[config.mk]
export PLATFORM = sky130hd
export DESIGN_NAME = gpio_in_conditioner
export DESIGN_NICKNAME = d
export VERILOG_FILES = /design/src/rtl/gpio_in_conditioner.sv
export SDC_FILE = /design/constraint.sdc
export NUM_CORES = 2
export LEC_CHECK = 0
export CAP_MARGIN = 25
export CORE_MARGIN = 1.5
export CORE_UTILIZATION = 40
export DETAILED_ROUTE_END_ITERATION = 16
export SLEW_MARGIN = 10
export SYNTH_ARGS = -nofsm -noshare
export SYNTH_HDL_FRONTEND = slang
export SYNTH_SLANG_ARGS = --single-unit
[constraint.sdc]
create_clock -name clk -period 7.1 [get_ports clk]
set_clock_uncertainty 0.1 [all_clocks]
set_input_delay 1.065 -clock clk [delete_from_list [all_inputs] [get_ports clk]]
set_output_delay 1.065 -clock clk [all_outputs]
set_load 0.03 [all_outputs]
[src/rtl/gpio_in_conditioner.sv]
// gpio_in_conditioner: pad sync, per-bit debounce, edge pulses and irq pending; GPIO_COND_INVERT_EN adds pad_inv polarity input
module gpio_in_conditioner #(
    parameter int WIDTH       = 32,
    parameter int SYNC_STAGES = 2,
    parameter int DEB_CNT_W   = 16
) (
    input  logic                 clk,
    input  logic                 rst,
    input  logic [WIDTH-1:0]     pad_in,
`ifdef GPIO_COND_INVERT_EN
    input  logic [WIDTH-1:0]     pad_inv,
`endif
    input  logic [DEB_CNT_W-1:0] deb_limit,
    input  logic [WIDTH-1:0]     rise_en,
    input  logic [WIDTH-1:0]     fall_en,
    input  logic [WIDTH-1:0]     irq_clr,
    output logic [WIDTH-1:0]     gpio_db,
    output logic [WIDTH-1:0]     rise_pulse,
    output logic [WIDTH-1:0]     fall_pulse,
    output logic [WIDTH-1:0]     irq_pending,
    output logic                 irq
);
    logic [WIDTH-1:0]     pad_c;
    logic [WIDTH-1:0]     sync_q [SYNC_STAGES];
    logic [WIDTH-1:0]     s;
    logic [WIDTH-1:0]     db_d;
    logic [DEB_CNT_W-1:0] cnt [WIDTH];
`ifdef GPIO_COND_INVERT_EN
    assign pad_c = pad_in ^ pad_inv;
`else
    assign pad_c = pad_in;
`endif
    assign s   = sync_q[SYNC_STAGES-1];
    assign irq = |irq_pending;
    always_ff @(posedge clk) begin
        if (rst) begin
            for (int k = 0; k < SYNC_STAGES; k++) sync_q[k] <= '0;
            for (int i = 0; i < WIDTH; i++) cnt[i] <= '0;
            gpio_db     <= '0;
            db_d        <= '0;
            rise_pulse  <= '0;
            fall_pulse  <= '0;
            irq_pending <= '0;
        end else begin
            sync_q[0] <= pad_c;
            for (int k = 1; k < SYNC_STAGES; k++) sync_q[k] <= sync_q[k-1];
            // >= lets a lowered limit take effect mid-count; cnt stops at limit so never wraps
            for (int i = 0; i < WIDTH; i++) begin
                if (s[i] != gpio_db[i]) begin
                    if (cnt[i] >= deb_limit) begin
                        gpio_db[i] <= s[i];
                        cnt[i]     <= '0;
                    end else begin
                        cnt[i] <= cnt[i] + 1'b1;
                    end
                end else begin
                    cnt[i] <= '0;
                end
            end
            db_d        <= gpio_db;
            rise_pulse  <= gpio_db & ~db_d;
            fall_pulse  <= ~gpio_db & db_d;
            irq_pending <= (irq_pending & ~irq_clr) | (rise_pulse & rise_en) | (fall_pulse & fall_en);
        end
    end
endmodule

Yosys cells after proc, flatten, opt, wreduce, memory -nomap -nowiden
Memories as Yosys holds them, arrays and structs flattened. Index checks and enable logic that the tools add are counted.

Add/sub/neg operators: 32. Bitwise operators: 108. $mul: 0. Equality and inequality tests: 32. Muxes and demuxes: 453. Reduce and logical (&&, ||, !) cells: 33. $lt $le $gt $ge: 32. Shift-type cells: 0. Divide/modulo/power cells: 0.

Operators by type and width (count): 2-to-1 mux 16 bit (96); adder 16 x 1 -> 16 bit, second input constant (32); greater-or-equal comparator 16 bit (32); 2-to-1 mux 1 bit (355); bitwise AND 32 bit (5); bitwise OR 1 bit (98); inverter 32 bit (3); 2-to-1 mux 32 bit (2); bitwise OR 32 bit (2); AND reduction 2 bit (32); != test 1 bit (32); OR reduction 32 bit (1).

Logic and storage cells: 728. Memories kept: 2. RAM bits: 576. Flip-flop bits (word level): 160. ROM bits: 0. Latch bits: 0.

Memory list: cnt (depth 32, width 16, read ports 32, clocked after Yosys merged registers in 0, wr ports 32, line 27) `logic [DEB_CNT_W-1:0] cnt [WIDTH];`; sync_q (depth 2, width 32, read ports 2, clocked after Yosys merged registers in 0, wr ports 2, line 24) `logic [WIDTH-1:0] sync_q [SYNC_STAGES];`.

Depth between registers and ports, before layout
Depth after elaboration: 8. Depth in mapped cells: 8. Mapped depth without buffers: 7.

Worst setup path after synthesis
Ideal clock, no wire load.

Kind: in2reg. From: in deb_limit[1]. To: mem cnt[22][7] (netlist: cnt[1][103]) (data pin). Slack: 3.724 ns. Cell stages on the path: 8. Data arrival time: 3.137 ns. Setup time: 0.138 ns. Data required time: 6.862 ns. Cells stage by stage: inv_1 > ha_1 > nor2b_4 > o211a_1 > o311ai_1 > nand4_2 > buf_6 > nor2_1.

RTL lines: start: declaration (line 13) `input logic [DEB_CNT_W-1:0] deb_limit,`; end: declaration (line 27).

Worst setup path in the final report
From: reg irq_pending[29]. To: out irq.

Cells in the longest elaborated chain, start to end: 1.

RTL lines: start: declaration (line 20) `output logic [WIDTH-1:0] irq_pending,`; start signal: assignment (line 63) `irq_pending <= (irq_pending & ~irq_clr) | (rise_pulse & rise_en) | (fall_pulse & fall_en);`; OR reduction 32 bit (line 34) `assign irq = |irq_pending;`; end: declaration (line 21) `output logic irq`.

No other way between the ends.

==> results.toml <==
[detailed_routing]
viasPerCell = 4.997
antenna_left = 0
drtIter0Drc = 2086
wl_per_cell_um = 16.65
drc = 0
totalWireLength_um = 110800
first_pass_iters = 5
vias = 33264

[yosys]
ys_seq_area_share_pct = 45.18
ys_seq_elements = 736
syn_inst = 4335
ys_warn_count = 0
syn_area_um2 = 43950
synth_edf_count = 512
avgSynthCellArea_um2 = 10.14
asyncSetResetFlopFracSynth_pct = 0
synth_ff_type = "edfxtp_1"
ys_types = 55

[setup_path]
r2r-start = "cnt[1][192]"
crit_path_start_kind = "register"
crit_type = "register to output port"
crit_start = "irq_pending[29]"
required_ns = 5.93
worst_setup_path_end_kind = "output port"
path_max_fanout = 3
arrival_ns = 3.29

[power]
leakagePower_uw = 0.02145
ir_drop_mv = 0.1711
p_sw_uw = 2676
p_per_area_nw_per_um2 = 199.7
pwr-share-comb_pct = 10.1
seqPwrFrac_pct = 46.4
intPower_uw = 7968
p_sw_share_pct = 25.14
clkPwrFrac_pct = 43.5

[timing]
slew_violations = 0
timing.final.ws_setup_ns = 2.644
worst_pin_slew_ns = 1.064
hold_viol_final = 0
finalCritPeriodShare_pct = 62.77
min_period_ns = 4.457
fmax_mhz = 224.4
slew_headroom_pct = 29.07
tns_ns = 0
rsz0062_at_grt = "no"
final-setup-viol-count = 0

[cts]
cts_setup_buffers = 0
cts_buffers = 86
path_clk_slew_ns = 0.06
clk_latency_ns = 0.66
cts.sinks = 736
cts_resized = 0
cts_tree = "yes"
clockBufferDepth = 3
cts-hold-fix-buffers = 0
htreeDepth = 3
cts-root-buf = "clkbuf_16"

[place]
place_congestion = 0.7968
portBuffers = 274
post-place-ws_ns = 2.219
dp_hpwl_um = 77350

[cells_and_area]
fill_cells = 10188
areaGrowthSynthToFinish_pct = 21.24
drive_above_1_share_pct = 4.388
nets = 5859

[worst_hold_path]
hold_class = "register to register"
min_from = "db_d[22]"

[floorplan]
ioPinCount = 275
initial_core_util_pct = 40.38
die_h_um = 334.5
die-area_um2 = 111900
rows = 121
dieWidth_um = 334.5
core_um2 = 108900

[global_routing]
gr-total-overflow = 0
grt_pass1_vias = 31547
grt_max_degree = 90
grt_antenna_before_repair = 6
track_usage_pct = 19.71
grt_pass1_wl_um = 173400

[job]
drv_cap = 0

[outcome]
status = "complete, no violations"
-- final cells by class --
type	count	area, µm²	area share (%)
Tap cell	1414	1769	3.320
Clock buffer	123	2664	4.999
Multi-Input combinational cell	3858	25010	46.94
Timing Repair Buffer	299	2945	5.527
Inverter	188	705.7	1.324
Sequential cell	736	19860	37.27
Clock inverter	38	330.3	0.6198
Antenna cell	1	2.502	0.004696
-- final timing paths --
path	endpoint	slack (ns)	cells past startpoint
worst max-delay path	irq	2.64	4
worst max register to register	cnt[1][192]	4.16	7
worst min register to register	rise_pulse[22]	0.28	1
worst min-delay path	rise_pulse[22]	0.28	1
-- per-stage QoR --
stage,cells,power [µW],hold slack (ns),utilization (%),area [µm²]
floorplan,4846,5683,0.2842,-,45870
global placement,6495,6065,0.2885,46.20,50290
finish,6657,10640,0.2840,48.96,53290
global route,6656,11110,0.3128,48.95,53290
CTS,6656,10770,0.2815,48.95,53290
detailed placement,6495,6095,0.2927,46.20,50290
-- critical path, cell delays in order (launching register included) --
cell and delay, ns:
dfxtp_1 0.51, nor4_1 0.39, nand4_1 0.60, or2_2 0.52, clkdlybuf4s50_1 0.61
-- placed cells by master, fill, tap and decap left out, drive strengths merged, types with 142 or more instances in the layout --
cell type	Yosys	layout
xor2	232	232
ha	544	544
conb	1	512
dfxtp	224	224
edfxtp	512	512
clkdlybuf4s50	0	272
nor2	740	740
xnor2	246	246
nand2	287	287
nand4	142	142
inv	188	196
a21oi	156	156
nand3	222	222
-- kinds of logic after synthesis --
group / after synthesis / synth area share [%]
AND/OR/NAND/NOR: 1860 / 20.28
adder cells (fa/ha/maj): 544 / 15.49
multiplexers: 32 / 0.7287
XOR/XNOR: 478 / 9.525
buffers and inverters: 252 / 2.274
flip-flops: 736 / 45.18
AO/OA/AOI/OAI: 432 / 6.519
other: 1 / 0.008532
-- synthesized netlist by cell type (2+ instances only) --
| library cell | number | area share (%) |
|---|---|---|
| xor2_1 | 232 | 4.6 |
| or2_2 | 8 | 0.11 |
| nand4_2 | 16 | 0.46 |
| nor4_1 | 23 | 0.33 |
| o311ai_2 | 9 | 0.33 |
| and2_1 | 2 | 0.028 |
| nor3_2 | 3 | 0.068 |
| a222oi_1 | 32 | 0.73 |
| mux2i_1 | 32 | 0.73 |
| o2111ai_1 | 8 | 0.16 |
| nand3_1 | 222 | 2.5 |
| o31ai_1 | 3 | 0.051 |
| a211oi_2 | 4 | 0.11 |
| a221oi_1 | 9 | 0.18 |
| o211ai_1 | 12 | 0.20 |
| and4_1 | 38 | 0.76 |
| o21ai_1 | 4 | 0.046 |
| a22oi_1 | 2 | 0.034 |
| nor3_1 | 115 | 1.3 |
| ha_1 | 544 | 15 |
| clkbuf_1 | 28 | 0.24 |
| nand2b_1 | 71 | 1.0 |
| buf_1 | 3 | 0.026 |
| buf_2 | 31 | 0.35 |
| buf_6 | 2 | 0.051 |
| o311ai_0 | 2 | 0.040 |
| xnor2_1 | 246 | 4.9 |
| a211oi_1 | 38 | 0.65 |
| inv_1 | 188 | 1.6 |
| a31oi_1 | 15 | 0.21 |
| o211a_1 | 13 | 0.30 |
| edfxtp_1 | 512 | 35 |
| o21bai_1 | 12 | 0.20 |
| nand2_1 | 287 | 2.5 |
| a21o_1 | 17 | 0.29 |
| nand4_1 | 126 | 1.8 |
| dfxtp_1 | 224 | 10 |
| o21ai_0 | 90 | 1.0 |
| a21oi_1 | 156 | 1.8 |
| nor2b_1 | 115 | 1.6 |
| nor3b_1 | 32 | 0.55 |
| nor2_1 | 739 | 6.3 |
| and3_1 | 54 | 0.77 |
| or3_1 | 4 | 0.057 |
| o311ai_1 | 2 | 0.040 |
-- per-layer routing --
layer | GRT usage [%] | vias to the layer above | part of all wire (%)
met3 | 3.967 | 185 | 6.5
met1 | 27.45 | 15570 | 47
li1 | - | 16729 | -
met5 | 0 | - | 0.041
met4 | 6.547 | 6 | 3.2
met2 | 30.47 | 774 | 43
-- state kept, by name (all words and copies together) (netlist names) --
| name | flops |
|---|---|
| rise_pulse | 32 |
| sync_q | 64 |
| db_d | 32 |
| cnt | 512 |
| gpio_db | 32 |
| fall_pulse | 32 |
| irq_pending | 32 |
-- power groups by stage --
stage	Clock, µW	Combinational [µW]	Sequential [µW]
global placement	0	1040	5020
finish	4630	1070	4940
CTS	4760	1070	4940
detailed placement	0	1070	5030
global route	4920	1230	4960
floorplan	0	695	4990
(Power assumes the default switching activity.)
